<file path="src/rtl/data_sram_ctrl.sv">
// data_sram_ctrl
//   Multi-cycle bridge between the MEM stage RAM port and an asynchronous
//   32-bit data SRAM. A request seen in IDLE is latched and sequenced into a
//   timed SRAM read (READ) or write (SETUP -> WRITE -> HOLD), always ending in
//   a single DONE cycle in which the pipeline stall is released.
//
// Ports
//   clk, rst            : clock, asynchronous active-low reset
//   mem_ce_i/we_i/sel_i : MEM request, direction, byte selects
//   mem_addr_i          : byte address (word address = bits [ADDR_W+1:2])
//   mem_data_i          : lane-aligned store data
//   mem_data_o          : last word read from the SRAM (registered)
//   stall_req_o         : combinational hold request to the pipeline
//   sram_addr_o         : SRAM word address
//   sram_data_o/_oe_o   : SRAM write data and its tristate enable
//   sram_data_i         : SRAM read data from the pad
//   sram_be_n_o         : active-low byte enables
//   sram_ce_n_o/oe_n_o/we_n_o : active-low SRAM strobes
module data_sram_ctrl #(
  parameter int ADDR_W      = 20,
  parameter int WAIT_CYCLES = 1
) (
  input  logic              clk,
  input  logic              rst,
  input  logic              mem_ce_i,
  input  logic              mem_we_i,
  input  logic [3:0]        mem_sel_i,
  input  logic [31:0]       mem_addr_i,
  input  logic [31:0]       mem_data_i,
  output logic [31:0]       mem_data_o,
  output logic              stall_req_o,
  output logic [ADDR_W-1:0] sram_addr_o,
  output logic [31:0]       sram_data_o,
  output logic              sram_data_oe_o,
  input  logic [31:0]       sram_data_i,
  output logic [3:0]        sram_be_n_o,
  output logic              sram_ce_n_o,
  output logic              sram_oe_n_o,
  output logic              sram_we_n_o
);

  localparam logic [2:0] IDLE  = 3'd0;
  localparam logic [2:0] READ  = 3'd1;
  localparam logic [2:0] SETUP = 3'd2;
  localparam logic [2:0] WRITE = 3'd3;
  localparam logic [2:0] HOLD  = 3'd4;
  localparam logic [2:0] DONE  = 3'd5;

  localparam logic [3:0] WAIT_LAST = 4'(WAIT_CYCLES);

  logic [2:0]        state_reg, state_next;
  logic [3:0]        wait_cnt_reg, wait_cnt_next;
  logic [3:0]        sel_reg, sel_next;
  logic [ADDR_W-1:0] addr_reg, addr_next;
  logic [31:0]       wdata_reg, wdata_next;
  logic [31:0]       rdata_reg, rdata_next;
  logic              ce_n_reg, ce_n_next;
  logic              oe_n_reg, oe_n_next;
  logic              we_n_reg, we_n_next;
  logic [3:0]        be_n_reg, be_n_next;
  logic              data_oe_reg, data_oe_next;
  logic [3:0]        lane_be_n;

  // Address bits outside the word address are intentionally ignored.
  logic unused_addr_bits;
  assign unused_addr_bits = ^{mem_addr_i[1:0], mem_addr_i[31:ADDR_W+2]};

  // Next-state and latched request copy. MEM inputs are only sampled in IDLE,
  // so later changes (or a flush) cannot disturb an access in flight.
  always_comb begin
    state_next    = state_reg;
    wait_cnt_next = wait_cnt_reg;
    sel_next      = sel_reg;
    addr_next     = addr_reg;
    wdata_next    = wdata_reg;
    rdata_next    = rdata_reg;
    case (state_reg)
      IDLE: begin
        if (mem_ce_i) begin
          sel_next      = mem_sel_i;
          addr_next     = mem_addr_i[ADDR_W+1:2];
          wdata_next    = mem_data_i;
          wait_cnt_next = '0;
          state_next    = mem_we_i ? SETUP : READ;
        end
      end
      READ: begin
        if (wait_cnt_reg == WAIT_LAST) begin
          rdata_next    = sram_data_i;
          wait_cnt_next = '0;
          state_next    = DONE;
        end else begin
          wait_cnt_next = wait_cnt_reg + 4'd1;
        end
      end
      SETUP: state_next = WRITE;
      WRITE: begin
        if (wait_cnt_reg == WAIT_LAST) begin
          wait_cnt_next = '0;
          state_next    = HOLD;
        end else begin
          wait_cnt_next = wait_cnt_reg + 4'd1;
        end
      end
      HOLD:    state_next = DONE;
      DONE:    state_next = IDLE;
      default: state_next = IDLE;
    endcase
  end

  // Byte enables come from the select copy that will be latched this edge,
  // so SETUP already drives the correct lanes on its first cycle.
  generate
    for (genvar gi = 0; gi < 4; gi++) begin : g_lane
      assign lane_be_n[gi] = ~sel_next[gi];
    end
  endgenerate

  // Strobes are decoded from the state being entered and then registered,
  // which keeps every SRAM pin glitch-free and aligned with its state.
  always_comb begin
    ce_n_next    = 1'b1;
    oe_n_next    = 1'b1;
    we_n_next    = 1'b1;
    be_n_next    = 4'b1111;
    data_oe_next = 1'b0;
    case (state_next)
      READ: begin
        ce_n_next = 1'b0;
        oe_n_next = 1'b0;
        be_n_next = 4'b0000;
      end
      SETUP, HOLD: begin
        ce_n_next    = 1'b0;
        be_n_next    = lane_be_n;
        data_oe_next = 1'b1;
      end
      WRITE: begin
        ce_n_next    = 1'b0;
        we_n_next    = 1'b0;
        be_n_next    = lane_be_n;
        data_oe_next = 1'b1;
      end
      default: ;
    endcase
  end

  always_ff @(posedge clk or negedge rst) begin
    if (!rst) begin
      state_reg    <= IDLE;
      wait_cnt_reg <= '0;
      sel_reg      <= '0;
      addr_reg     <= '0;
      wdata_reg    <= '0;
      rdata_reg    <= '0;
      ce_n_reg     <= 1'b1;
      oe_n_reg     <= 1'b1;
      we_n_reg     <= 1'b1;
      be_n_reg     <= 4'b1111;
      data_oe_reg  <= 1'b0;
    end else begin
      state_reg    <= state_next;
      wait_cnt_reg <= wait_cnt_next;
      sel_reg      <= sel_next;
      addr_reg     <= addr_next;
      wdata_reg    <= wdata_next;
      rdata_reg    <= rdata_next;
      ce_n_reg     <= ce_n_next;
      oe_n_reg     <= oe_n_next;
      we_n_reg     <= we_n_next;
      be_n_reg     <= be_n_next;
      data_oe_reg  <= data_oe_next;
    end
  end

  // DONE is the single cycle in which the pipeline may advance.
  assign stall_req_o    = rst & mem_ce_i & (state_reg != DONE);
  assign mem_data_o     = rdata_reg;
  assign sram_addr_o    = addr_reg;
  assign sram_data_o    = wdata_reg;
  assign sram_data_oe_o = data_oe_reg;
  assign sram_be_n_o    = be_n_reg;
  assign sram_ce_n_o    = ce_n_reg;
  assign sram_oe_n_o    = oe_n_reg;
  assign sram_we_n_o    = we_n_reg;

endmodule
</file>
<file path="config.mk">
export PLATFORM = sky130hd
export DESIGN_NAME = data_sram_ctrl
export DESIGN_NICKNAME = d
export VERILOG_FILES = /design/src/rtl/data_sram_ctrl.sv
export SDC_FILE = /design/constraint.sdc
export NUM_CORES = 1
export LEC_CHECK = 0
export CORE_UTILIZATION = 44
export CTS_CLUSTER_DIAMETER = 120
export DETAILED_ROUTE_END_ITERATION = 10
export PLACE_DENSITY_LB_ADDON = 0.12
export SLEW_MARGIN = 10
export SYNTH_ARGS = -nofsm -noshare
export SYNTH_HDL_FRONTEND = slang
export SYNTH_SLANG_ARGS = --single-unit
</file>
<file path="constraint.sdc">
create_clock -name clk -period 4.23 [get_ports clk]
set_input_delay 0.846 -clock clk [delete_from_list [all_inputs] [get_ports clk]]
set_output_delay 0.846 -clock clk [all_outputs]
set_load 0.1 [all_outputs]
</file>
# After elaboration in Yosys (flattened, before gate mapping)
# Cells that the tools add are included.
# classes
bitwise_logic	6
n_reduce_logical	8
n_addsub	1
n_eq_ne	11
n_mux	15
# op_table
op	n
$mux W4	4
$pmux W4 S2	2
$pmux W3 S5	1
$eq A3 B2 Y1 const B	4
$mux W3	3
$eq A3 B1 Y1 const B	2
$eq A3 B3 Y1 const B	2
$reduce_and A2 Y1	3
$add A4 B1 Y4 const B	1
$eq A4 B1 Y1 const B	1
$mux W1	4
$not A1 Y1	4
$reduce_or A4 Y1	1
$logic_not A3 Y1	1
$ne A3 B3 Y1 const B	1
$reduce_or A3 Y1	1
$and A1 B1 Y1	2
$mux W2	1
$ne A2 B2 Y1 const B	1
$reduce_bool A2 Y1	1
$reduce_or A2 Y1	1
# word_totals
output_inout_bits	93
reg_bits	103
elab_cells	52

# Logic depth before layout (Yosys ltp)
# logic_depth
word_depth	6
mapped_depth	6
mapped_depth_nobuf	5

# Least setup slack after synthesis
# No wires, ideal clock.
# synth_path
kind	input port to output port
start	input rst
end	output stall_req_o
setup_slack_ns	0.970
path_buffers	0
required_ns	3.384
path_stages	2
arrival_ns	2.414
cell_sequence	nand2_1 -> a31oi_1
# synth_via
elab_chain_cells	2
# synth_rtl
element	line	rtl
from (decl)	24	input logic rst,
$and A1 B1 Y1 (2 in series)	177	assign stall_req_o = rst & mem_ce_i & (state_reg != DONE);
to (decl)	31	output logic stall_req_o,
# Every way passes these cells.

# Worst setup path in the final report
# layout_path
start	register be_n_reg[2], in the netlist sram_be_n_o[2]
end	output sram_be_n_o[2]
# layout_rtl
element	line	rtl
from (decl)	60	logic [3:0] be_n_reg, be_n_next;
from (signal assigned)	171	be_n_reg <= be_n_next;
to (decl)	36	output logic [3:0] sram_be_n_o,
# No word-level cell between the ends.

==> results.md <==
- Number of endpoints with negative hold slack in the final report: 0
- Number of clock buffers inserted by TritonCTS: 9
- H-tree depth: 3
- Mux cell area share after synthesis: 0.104
- Wire length of the first global-routing pass: 16,000 um
- Worst skew pair latency: 0.36 ns
- Synth cell count leaders: 159 x nand2_1, 96 x dfrtp_1, 35 x mux2_2
- Number of antenna violations at the first check in global routing: 0
- Cell with the largest stage delay on the worst path: clkdlybuf4s50_1
- Maximum fanout count along the critical path: 1
- Total buffers and inverters traversed by the critical path: 1
- Cell family with most CP delay: buffers and inverters
- Number of sinks handled by clock tree synthesis: approximately 100
- Outcome: finished with violations
- Port Buffers: 184
- Vias post-DR: 3,078
- Number of antenna cells inserted: 0
- Slew at the pin closest to its max-slew limit: 1.02 ns
- Routed length per instance: 15.3 um
- Main flop type after synthesis: dfrtp_1
- Sequential element share of the synthesized area: 0.634
- Chain of cells forming the critical path: clkdlybuf4s50_1
- Core Rows: 34
- Synth Area in Adders: 0.00613
- Synth unique cells: 33
- Worst hold-check path type: in2async
- Via count of the first global-routing pass: 3,116
- Cell with the most instances after synthesis: nand2_1
- Final Net Count: 643
- Residual overflow from global routing: 0
- Final critical path time including I/O delays and setup: about 2.9 ns
- Width of the chip: 98.3 um
- Post-route setup TNS: 0 ns
- Failing checks: DRC
- Fin. max-slew vios: 0
- CP endpoint kind: output port
- Max stage delay on crit path: 1.16 ns
- Number of vias per cell after detailed routing: 4.74
- Drt total wl: 9950 um
- Setup CP Type: reg2out
- Bufs on Longest Clock Path: 2
- Starting density of the core: 0.461
- Top cells by area, synth: dfrtp_1 59%, nand2_1 15%, mux2_2 9.7%
- I/O pins: around 200
- EDFF count, synth: 0
- Fraction of synthesized cell area taken by the top area cell type: 0.589
- Cell count after synthesis: 357
- Xor and xnor area share after synthesis: 0
- TritonCTS clock tree: built
- Violation count after the first detailed-routing iteration: 133
- Number of storage elements in the synthesis netlist: 103
- Number of nets in the synthesized netlist: 463
- Pin count of the biggest net entering global routing: 70
- Antenna viol nets, final: 0
- Number of setup violations in the final report: 0
- Global-route total usage across every layer: 0.215
- Vertical extent of the die: roughly 100 um
- Post-Syn Area per Cell: 11.4 um^2
- Final weighted congestion of routability-driven global placement: 0.743
- Arrival time at the worst endpoint: 2.03 ns
- Count of yosys warnings during synthesis: 0
- Length of the first detailed-routing pass in iterations: 9
- Area Overhead vs Synth: 49.7%
- Share of the synthesized area in compound gates (AO/OA/AOI/OAI): 0.0279
- Number of buffers inserted by post-CTS setup repair: 0
- Share of async-settable or async-resettable flops after synthesis: 1.00
- Clk pin slew, worst setup/hold paths: 0.10 ns
- Fraction of layout cells with a size suffix above 1: 0.131
- Clock root buffer: clkbuf_8
- Dominant combinational cell family by area after synthesis: simple AND/OR/NAND/NOR gates
- RSZ-0062 raised after global routing: no
- Data required time at the worst endpoint: 3.38 ns
- Max Clk Rate: approximately 0.35 GHz
- Library cell occupying the most area in the post-synthesis netlist: dfrtp_1
- Worst slew margin: 0.315
- Final worst clock skew: around 0.013 ns
- Estimated wirelength of the detail-placed design: just over 7000 um
- Share of the clock period used by the worst path after layout: 0.680
- Core Area: between 0.008 and 0.009 mm^2
- Hold-fix buffers at CTS: 0
- Die outline area: between 0.009 and 0.01 mm^2
- Reported max-cap violation count: 0
- Worst Setup Start Kind: register
- DR DRC count: 14
- Share of synthesized cell area in and, or, nand and nor gates: 0.183
- Synthesized area: slightly above 0.004 mm^2
- Number of gates given a new drive strength after cts: 0
[per-stage QoR]
step / cell area (um^2) / hold slack (ns) / utilization / setup WS, ns / std cells
after floorplan: 4080 / 0.472 / - / 0.970 / 357
after global placement: 5910 / 0.456 / 0.668 / 1.21 / 634
after detailed placement: 5910 / 0.462 / 0.668 / 1.17 / 634
after CTS: 6110 / 0.437 / 0.690 / 1.33 / 650
after global routing: 6110 / 0.462 / 0.690 / 1.32 / 650
final: 6110 / 0.435 / 0.690 / 1.35 / 650
[layout make-up]
class | instances | area [um^2]
Sequential cell | 103 | 2590
Fill cell | 685 | 2740
Multi-Input combinational cell | 232 | 1310
Clock inverter | 5 | 56.3
Inverter | 4 | 15.0
Tap cell | 108 | 135
Timing Repair Buffer | 187 | 1860
Clock buffer | 11 | 141
[final timing paths]
kind	slack (ns)	start	depth (start not counted)	endpoint
min	0.43	rst	1	sram_data_o[19]
min reg2reg	0.48	sram_addr_o[1]	2	sram_addr_o[1]
max	1.35	sram_be_n_o[2]	1	sram_be_n_o[2]
max reg2reg	1.96	state_reg[2]	4	sram_data_o[7]
max in group asynchronous	2.56	rst	2	wait_cnt_reg[1]
min in group clk	0.48	sram_addr_o[1]	2	sram_addr_o[1]
[metal layers]
metal,vias to the layer above,GRT usage,routed length [um]
met5,-,0,0
met4,0,0.0896,219
met3,16,0.0387,574
met2,103,0.362,4990
met1,1463,0.276,4170
li1,1496,-,-
[cell families (layout without fill, tap and decap cells)]
kind of cell / after synthesis / after routing
adder cells (fa/ha/maj): 2 / 2
multiplexers: 38 / 38
flip-flops: 103 / 103
AND/OR/NAND/NOR: 176 / 176
AO/OA/AOI/OAI: 16 / 16
buffers and inverters: 22 / 207
[cells in the final DEF, fill, tap and decap left out, drive strengths merged, types with 2 or more instances in the layout]
cell           Yosys  final
ha                 2      2
mux2i              2      2
o21ai              3      3
nand3              3      3
nor2               4      4
clkinv             0      2
a21oi              6      6
dfrtp             96     96
clkdlybuf4s50      0    182
buf               13      5
inv                4      5
nand2            159    159
mux2              36     36
clkbuf             5     11
nor4b              2      2
dfstp              7      7
o31ai              2      2
Power is left out: the tool's default activity adds up to more than one toggle a clock period on the data nets, which glitch-free logic cannot reach.
